===== config.mk =====
export PLATFORM = sky130hd
export DESIGN_NAME = lifo_stack
export DESIGN_NICKNAME = d
export VERILOG_FILES = /design/src/rtl/lifo_stack_pkg.sv /design/src/rtl/lifo_stack.sv
export SDC_FILE = /design/constraint.sdc
export NUM_CORES = 1
export LEC_CHECK = 0
export ABC_CLOCK_PERIOD_IN_PS = 2300
export BUFFER_PORTS_ARGS = -buffer_cell sky130_fd_sc_hd__buf_2
export CAP_MARGIN = 20
export CORE_UTILIZATION = 54
export CTS_CLUSTER_DIAMETER = 150
export DETAILED_ROUTE_END_ITERATION = 8
export PLACE_DENSITY = 0.78
export SYNTH_ARGS = -nofsm -noshare
export SYNTH_HDL_FRONTEND = slang
export SYNTH_SLANG_ARGS = --single-unit
export TNS_END_PERCENT = 100

===== constraint.sdc =====
create_clock -name clk -period 2.3 [get_ports clk]
set_clock_uncertainty 0.1 [all_clocks]
set_input_delay 0.46 -clock clk [delete_from_list [all_inputs] [get_ports clk]]
set_output_delay 0.46 -clock clk [all_outputs]
set_load 0.03 [all_outputs]

===== src/rtl/lifo_stack_pkg.sv =====
// lifo_stack shared encodings: op codes and status codes.
// NONE=0 is common to both.
package lifo_stack_pkg;

  typedef enum logic [1:0] {
    OP_NONE    = 2'd0,
    OP_PUSH    = 2'd1,
    OP_POP     = 2'd2,
    OP_REPLACE = 2'd3
  } op_t;

  typedef enum logic [1:0] {
    ST_NONE      = 2'd0,
    ST_EMPTY     = 2'd1,
    ST_OVERFLOW  = 2'd2,
    ST_UNDERFLOW = 2'd3
  } status_t;

endpackage


===== src/rtl/lifo_stack.sv =====
// LIFO stack, 2^DEPTH x WIDTH, registered tos and status.
// Define STACK_COUNT_EN to export the entry count as port count.
module lifo_stack
  import lifo_stack_pkg::*;
#(
  parameter int WIDTH = 8,
  parameter int DEPTH = 1
) (
  input  logic             clk,
  input  logic             reset,
  input  logic [1:0]       op,
  input  logic [WIDTH-1:0] data,
  output logic [WIDTH-1:0] tos,
  output logic [1:0]       status
`ifdef STACK_COUNT_EN
  ,
  output logic [DEPTH:0]   count
`endif
);

  localparam int NENT = 1 << DEPTH;
  localparam logic [DEPTH:0] ONE  = (DEPTH+1)'(1);
  localparam logic [DEPTH:0] TWO  = (DEPTH+1)'(2);
  localparam logic [DEPTH:0] FULL = {1'b1, {DEPTH{1'b0}}};

  logic [WIDTH-1:0] mem [NENT];
  logic [DEPTH:0]   sp = '0;
  logic [1:0]       st_q = ST_EMPTY;
  logic [WIDTH-1:0] tos_q;

  logic [DEPTH:0]   sp_n;
  logic [1:0]       st_n;
  logic [WIDTH-1:0] tos_n;
  logic             we;
  logic [DEPTH-1:0] waddr;
  logic [DEPTH-1:0] i1;
  logic [DEPTH-1:0] i2;

  assign i1 = DEPTH'(sp - ONE);
  assign i2 = DEPTH'(sp - TWO);

  // Decode op against the current fill level.
  always_comb begin
    sp_n  = sp;
    st_n  = ST_NONE;
    tos_n = tos_q;
    we    = 1'b0;
    waddr = sp[DEPTH-1:0];
    unique case (op_t'(op))
      OP_PUSH: begin
        if (sp == FULL) begin
          st_n = ST_OVERFLOW;
        end else begin
          we    = 1'b1;
          sp_n  = sp + ONE;
          tos_n = data;
        end
      end
      OP_POP: begin
        if (sp == '0) begin
          st_n = ST_UNDERFLOW;
        end else if (sp == ONE) begin
          sp_n = '0;
          st_n = ST_EMPTY;
        end else begin
          sp_n  = sp - ONE;
          tos_n = mem[i2];
        end
      end
      OP_REPLACE: begin
        if (sp == '0) begin
          st_n = ST_UNDERFLOW;
        end else begin
          we    = 1'b1;
          waddr = i1;
          tos_n = data;
        end
      end
      OP_NONE: begin
        st_n = (sp == '0) ? ST_EMPTY : ST_NONE;
      end
    endcase
  end

  // Pointer and status: the only state cleared by reset.
  always_ff @(posedge clk or negedge reset) begin
    if (!reset) begin
      sp   <= '0;
      st_q <= ST_EMPTY;
    end else begin
      sp   <= sp_n;
      st_q <= st_n;
    end
  end

  // Storage and tos keep their contents across reset.
  always_ff @(posedge clk) begin
    if (reset) begin
      tos_q <= tos_n;
      if (we) mem[waddr] <= data;
    end
  end

  assign tos    = tos_q;
  assign status = st_q;

`ifdef STACK_COUNT_EN
  assign count = sp;
`endif

endmodule


### After elaboration in Yosys (flattened, before gate mapping)

Memory sizes are Yosys's and may differ from the RTL's.
Index checks and enable logic that the tools add are counted.

| operators by class | value |
|---|---|
| mux-type cells | 23 |
| add/sub/neg operators | 3 |
| multipliers | 0 |
| reduce and logical (&&, ||, !) cells | 6 |
| div/mod/pow operators | 0 |
| bitwise logic cells | 0 |
| order comparisons | 0 |
| shifts and indexed selects | 0 |
| equality and inequality tests | 9 |

Operators with widths:

| operator | count |
|---|---|
| $mux 8 | 4 |
| $pmux 8 s3 | 1 |
| $mux 2 | 6 |
| $mux 1 | 9 |
| $ne 2x2->1 const B | 4 |
| $pmux 2 s4 | 1 |
| $eq 2x2->1 const B | 3 |
| $reduce_and 6->1 | 1 |
| $eq 2x1->1 const B | 2 |
| $logic_not 2->1 | 2 |
| $pmux 2 s2 | 1 |
| $reduce_and 3->1 | 1 |
| $reduce_bool 3->1 | 1 |
| $add 2x1->2 const B | 1 |
| $pmux 1 s2 | 1 |
| $reduce_bool 2->1 | 1 |
| $sub 2x1->2 const B | 1 |
| $sub 1x1->1 const B | 1 |

| storage, ports and cells | value |
|---|---|
| memory bits (writable) | 16 |
| logic and storage cells | 45 |
| memory bits (read-only) | 0 |
| latch bits | 0 |
| register bits after elaboration | 12 |
| input port bits | 12 |
| memories kept | 1 |

Memories:

| memory | depth | bits a word | rd ports | clocked after memory_dff | write ports | line | RTL |
|---|---|---|---|---|---|---|---|
| mem | 2 | 8 | 1 | 0 | 1 | lifo_stack.sv:26 | `logic [WIDTH-1:0] mem [NENT];` |

### Longest topological paths before layout

Gate-level depths: netlist (run 1).

| depth | value |
|---|---|
| word-level depth | 6 |
| depth in mapped cells | 5 |
| gate-level depth less buffers | 5 |

### Worst setup path before layout (run 1)

Ideal clock, no wire load.

| path | value |
|---|---|
| kind | flip-flop to flip-flop |
| start | register sp[1] |
| end | memory mem[0][0] (enable) |
| arrival | 1.344 ns |
| path buffers | 0 |
| required time | 1.827 ns |
| slack | 0.483 ns |
| setup time | 0.373 ns |
| period minus slack after synthesis | 1.817 ns |
| cell stages (with the launch flop) | 6 |
| path through | dfrtp_1 -> inv_1 -> ha_1 -> mux2i_1 -> nand3_1 -> nor2b_1 |

| between the ends | value |
|---|---|
| longest elaborated chain between the ends | 6 |

RTL lines:

| item | line | RTL |
|---|---|---|
| start, declared | lifo_stack.sv:27 | `logic [DEPTH:0] sp = '0;` |
| start signal, assigned | lifo_stack.sv:91 | `sp <= sp_n;` |
| $eq 2x2->1 / $logic_not 2->1 (equally long branches) | lifo_stack.sv:51, lifo_stack.sv:71 |  |
| $mux 1, on equally long branches | lifo_stack.sv:51, lifo_stack.sv:71 |  |
| $pmux 1 s2 | lifo_stack.sv:49 | `unique case (op_t'(op))` |
| $mux 1 | lifo_stack.sv:100 | `if (we) mem[waddr] <= data;` |
| $mux 1 | lifo_stack.sv:98 | `if (reset) begin` |
| $mux 1 (implied by the code) | lifo_stack.sv:100 |  |
| end, declared | lifo_stack.sv:26 |  |

Parallel ways exist; a longest one is shown, timed or not.

### Final worst setup path (run 1)

| path | value |
|---|---|
| start | register sp[0] |
| end | memory mem[1][1] (enable) |

The elaborated chain is that of the path after synthesis.

==> results.cfg, run 1 <==
[floorplanning]
chipHeight_um = 50.9
core-area_um2 = 2230
dieWidth_um = 50.9
initial_utilization_pct = 57.8
rows = 17
design.portCount = 22
die_area_um2 = 2590

[timing]
whs_ns = 0.224
finalCriticalPeriod_ns = 2.00
worst_pin_slew_ns = 0.310
fmaxAchievable_mhz = 500
timing.slew.headroom_pct = 79.3
unrepaired_setup_endpoints_after_global_routing = false
layout_worst_path_cycle_share_pct = 86.9
totalNegativeSetupSlack_ns = 0
final_hold_viol_count = 0
timing.final.setup_violations = 0
timing.final.max_slew_violations = 0

[detailed_routing]
postRouteAntennaNets = 0
dr_wl_met2_um = 978
route.detailed.drc = 0
drt-met1-wl_um = 942
maxUsedRoutingLayer = met4
first_pass_iters = 4
drt_iter0_drc = 14
drt-wirelength-per-cell_um = 14.1
via_per_inst = 5.44
met3WireLength_um = 116
totalWireLength_mm = 2.08
route.vias.total = 800

[logic_synthesis]
average_cell_area_after_synthesis_um2 = 13.9
synth_warnings = 0
synth-edff-count = 24
synthesis.instances = 93
synth_unique_cells = 25
seq_area_frac_synth_pct = 63.7
yosys_most_used_dff = edfxtp_1
synth.net_count = 110
ys_async_sr_fraction_pct = 14.3
post_synth_instance_area_um2 = 1290
synth_seq_cells = 28

[grt]
gr-total-overflow = 0
grt_start_max_net_pins = 17
wire_length_of_the_first_global_routing_pass_mm = 3.35
first_global_vias = 744
grt_use_total_pct = 18.0
antenna_found_initial = 0

[cts]
clkLatencyLatePin_ns = 0.33
ctsHoldBuffers = 1
cts_tree = done
clock_sink_count = 28
postCtsResizedCells = 0
worst_setup_hold_path_clk_slew_ns = 0.15
post_cts_buffers = 0
cts_buffers = 3
cts_root_buffer = clkbuf_4
clk_path_buf_depth = 2
cts_max_level = 1

[worst_setup_path]
critPathMaxStageDelay_ns = 0.55
worstSetupPathDepth = 6
timing.critical_path.max_delay_family = flip-flops
crit_path_cell_trace = inv_1 > ha_1 > mux2i_1 > nand3_1 > nor2_1 > buf_4
timing.rr.end = mem[1][1]
cp.required_ns = 2.26
r2r_cells = 6
worst_setup_path_startpoint = sp[0]
timing.critical_path.arrival_ns = 1.96
critical_path.reg2reg.startpoint = sp[0]
worst_path_max_delay_cell = dfrtp_1
cp-endpoint = mem[1][1]
worstSetupEndpointType = register
worst_path_bufs_invs = 2
worst_setup_path_start_kind = register
path_max_fanout = 8
setup.worst_path.class = register to register
r2r_setup_slack_ns = 0.30

[layout]
antenna_cells = 0
layout.cells.most_common = edfxtp_1
fin_nets = 137
layout-area-overhead-vs-synth_pct = 15.0
mostFrequentLayoutCells = 24 x edfxtp_1, 21 x buf_2, 12 x mux2i_1
post_layout_nonfiller_instances = 147
fillers = 171
layout-drive-gt1-share_pct = 28.6

[power]
cell_int_power_mw = 1.04
pwr_density_cell_nw_per_um2 = 1030
net-switching-power_uw = 498
irDropWorstVdd_mv = 0.647
seqPwrFrac_pct = 45.9
logic_pwr_share_pct = 33.2
netSwitchingFraction_pct = 32.4
cellLeakagePower_nw = 0.623
p_clk_share_pct = 20.8

[place]
numPlacedInstances = 142
globalplace.congestion = 0.826
portBuffers = 21
detailedPlacementHpwl_mm = 1.44

[status]
run_status = finished, final reports clean

[worst_hold_path]
holdCritStartpoint = data[0]
timing.hold.worst.class = input port to register

[run]
maxCapViolations = 0
==> through the flow <==
stage	total power, mW	utilization [%]	worst slack, ns	cell area (um^2)
3_5_place_dp	1.22	63.6	0.374	1420
5_1_grt	1.61	66.4	0.186	1480
6_report	1.54	66.4	0.301	1480
2_1_floorplan	1.09	-	0.483	1290
4_1_cts	1.54	66.4	0.304	1480
3_3_place_gp	1.21	63.6	0.446	1420
==> flip-flops by register name, summed over array words and instances (netlist names) <==
signal and flops:
mem 16, sp 2, status 2, tos 8
==> Yosys cell counts (2+ instances only) <==
cell type   n  area (um^2)
ha_1        5         62.6
o21ai_0     2         10.0
nor2b_1     3         18.8
nand2_1    10         37.5
a21oi_1     3         15.0
inv_1       3         11.3
edfxtp_1   24          721
dfrtp_1     3         75.1
buf_6       3         33.8
nor2_1      3         11.3
o21ai_1     9         45.0
mux2i_1    12          120
==> area by class of cell <==
| type | instances | area, um^2 | share of cell area, % |
|---|---|---|---|
| Inverter | 3 | 11.3 | 0.759 |
| Sequential cell | 28 | 822 | 55.4 |
| Clock buffer | 3 | 22.5 | 1.52 |
| Clock inverter | 1 | 30.0 | 2.02 |
| Multi-Input combinational cell | 58 | 418 | 28.2 |
| Timing Repair Buffer | 26 | 145 | 9.78 |
| Tap cell | 28 | 35.0 | 2.36 |
==> worst min-delay path by stage <==
stage	end	slack [ns]	cells past startpoint
after floorplan	sp[0]	0.06	0
after global placement	sp[1]	0.18	1
after detailed placement	sp[1]	0.19	1
after CTS	mem[1][2]	0.22	1
after global routing	mem[1][2]	0.22	1
final	mem[1][0]	0.22	1
==> power groups by stage <==
stage,combinational [mW],sequential [mW],clock [mW]
floorplan,0.317,0.772,0
global placement,0.495,0.714,0
detailed placement,0.503,0.718,0
CTS,0.509,0.706,0.323
global route,0.556,0.717,0.334
finish,0.510,0.705,0.320
==> routing by layer <==
layer	track usage (%)	vias up
met1	25.7	374
met3	2.38	5
met5	0	-
met4	7.87	0
li1	-	389
met2	27.8	32
==> cells by family (layout without fill, tap and decap cells) <==
logic type / after synthesis / count (layout) / share of synthesized area, %
DFF: 28 / 28 / 63.7
muxes: 12 / 12 / 9.31
adders and majority gates: 5 / 5 / 4.85
AOI/OAI and AO/OA: 18 / 18 / 8.24
buffers and inverters: 7 / 33 / 3.88
and+or+nand+nor: 23 / 23 / 9.99
Power figures use the tool's default switching activity.
==> run 2: changes to the inputs <==
Settings changed: HOLD_SLACK_MARGIN from default to 0.06, PLACE_DENSITY 0.78 to 0.76.
==> run 2 against run 1 <==
Utilization rose by 0.34 points. Sequential power is 2% lower. Worst setup slack better by 0.23 ns. Total power grew 0.11%. Largest power group unchanged.
==> results.cfg, run 2 (same netlist as run 1, synthesis figures left out) <==
[power]
finalPower_mw = 1.54
logic_pwr_share_pct = 34.6
cellLeakagePower_nw = 0.628
pwr_density_cell_nw_per_um2 = 1030
net-switching-power_uw = 490
netSwitchingFraction_pct = 31.9
p_clk_share_pct = 20.6
cell_int_power_mw = 1.05
seqPwrFrac_pct = 44.8
irDropWorstVdd_mv = 0.659

[cts]
cts_tree = done
clkLatencyLatePin_ns = 0.32
cts_max_level = 1
postCtsResizedCells = 0
clock_sink_count = 28
clk_path_buf_depth = 2
post_cts_buffers = 0
worst_setup_hold_path_clk_slew_ns = 0.14
cts_root_buffer = clkbuf_4
cts_buffers = 3
ctsHoldBuffers = 1

[place]
detailedPlacementHpwl_mm = 1.42
portBuffers = 21
globalplace.congestion = 0.787
numPlacedInstances = 143

[run]
maxCapViolations = 0

[worst_setup_path]
critical_path.reg2reg.startpoint = sp[1]
setup.worst_path.class = register to register
path_max_fanout = 8
r2r_cells = 6
cp.required_ns = 2.25
timing.rr.end = tos[0]
r2r_setup_slack_ns = 0.53
timing.critical_path.arrival_ns = 1.72
worstSetupEndpointType = register
worst_setup_path_start_kind = register

[grt]
first_global_vias = 703
grt_start_max_net_pins = 17
grt_use_total_pct = 18.3
antenna_found_initial = 0
gr-total-overflow = 0
wire_length_of_the_first_global_routing_pass_mm = 3.28

[timing]
worst_pin_slew_ns = 0.310
fmaxAchievable_mhz = 566
final_hold_viol_count = 0
whs_ns = 0.226
layout_worst_path_cycle_share_pct = 76.9
unrepaired_setup_endpoints_after_global_routing = false
timing.final.max_slew_violations = 0
timing.slew.headroom_pct = 79.4
timing.final.setup_violations = 0
totalNegativeSetupSlack_ns = 0
finalCriticalPeriod_ns = 1.77

[floorplanning]
initial_utilization_pct = 57.8
die_area_um2 = 2590
chipHeight_um = 50.9
design.portCount = 22
dieWidth_um = 50.9
core-area_um2 = 2230
rows = 17

[layout]
fillers = 179
largest_reg_flops = 16
mostFrequentLayoutCells = 24 x edfxtp_1, 21 x buf_2, 12 x mux2i_1
top_register = mem
post_layout_nonfiller_instances = 148
layout.cells.most_common = edfxtp_1
antenna_cells = 0
multi_input_logic_area_um2 = 418
layout-area-overhead-vs-synth_pct = 15.6
layout.core_utilization_pct = 66.8
final-seq-area_um2 = 822
layout-drive-gt1-share_pct = 29.2
fin_nets = 138

[detailed_routing]
drt-wirelength-per-cell_um = 12.9
route.vias.total = 753
met3WireLength_um = 71
maxUsedRoutingLayer = met4
totalWireLength_mm = 1.91
drt-met1-wl_um = 972
via_per_inst = 5.09
drt_iter0_drc = 7
first_pass_iters = 4
dr_wl_met2_um = 852
postRouteAntennaNets = 0
route.detailed.drc = 0

[worst_hold_path]
whs_endpoint = mem[0][6]
holdCritStartpoint = data[6]
timing.hold.worst_path_depth = 1
timing.hold.worst.class = input port to register

[status]
run_status = finished, final reports clean
-- run 2: cell types whose count changed in the layout (fill, tap and decap cells not counted), sizes merged --
cell  before  now
buf       25   26
-- run 2: layout make-up --
cell class | instances | share of cell area (%)
Sequential cell | 28 | 55.1
Multi-Input combinational cell | 58 | 28.0
Timing Repair Buffer | 27 | 10.2
Tap cell | 28 | 2.35
Clock inverter | 1 | 2.01
Clock buffer | 3 | 1.51
Inverter | 3 | 0.755
-- run 2: worst max path at each step --
stage	startpoint	to	slack, ns	cells past startpoint
after CTS	sp[1]	tos[2]	0.55	6
after global placement	op[1]	mem[0][4]	0.56	5
after floorplan	sp[1]	mem[0][0]	0.48	5
final	sp[1]	tos[0]	0.53	6
after global routing	sp[1]	mem[1][4]	0.39	6
after detailed placement	op[1]	mem[1][7]	0.53	5
-- run 2: power groups by stage --
stage	logic, mW	clock network (mW)	registers [mW]
final	0.532	0.317	0.688
after global routing	0.587	0.339	0.700
after CTS	0.534	0.327	0.688
after detailed placement	0.532	0	0.700
after global placement	0.520	0	0.699
after floorplan	0.317	0	0.772
-- run 2: worst max-delay path, stage by stage (launching register included) --
cell and delay, ns:
dfrtp_1 0.44, inv_1 0.12, ha_1 0.27, mux2i_1 0.15, mux2i_1 0.11, nor2_1 0.12, buf_4 0.18
-- run 2: metrics by stage --
step                      worst slack [ns]  area, um^2
after global placement               0.557        1430
after global routing                 0.393        1490
final                                0.532        1490
after floorplan                      0.483        1290
after CTS                            0.554        1490
after detailed placement             0.528        1430
-- run 2: layer usage --
layer	GRT usage, %	up-vias
li1	-	391
met1	25.6	347
met2	25.6	13
met3	5.65	2
met4	9.72	0
met5	0	-
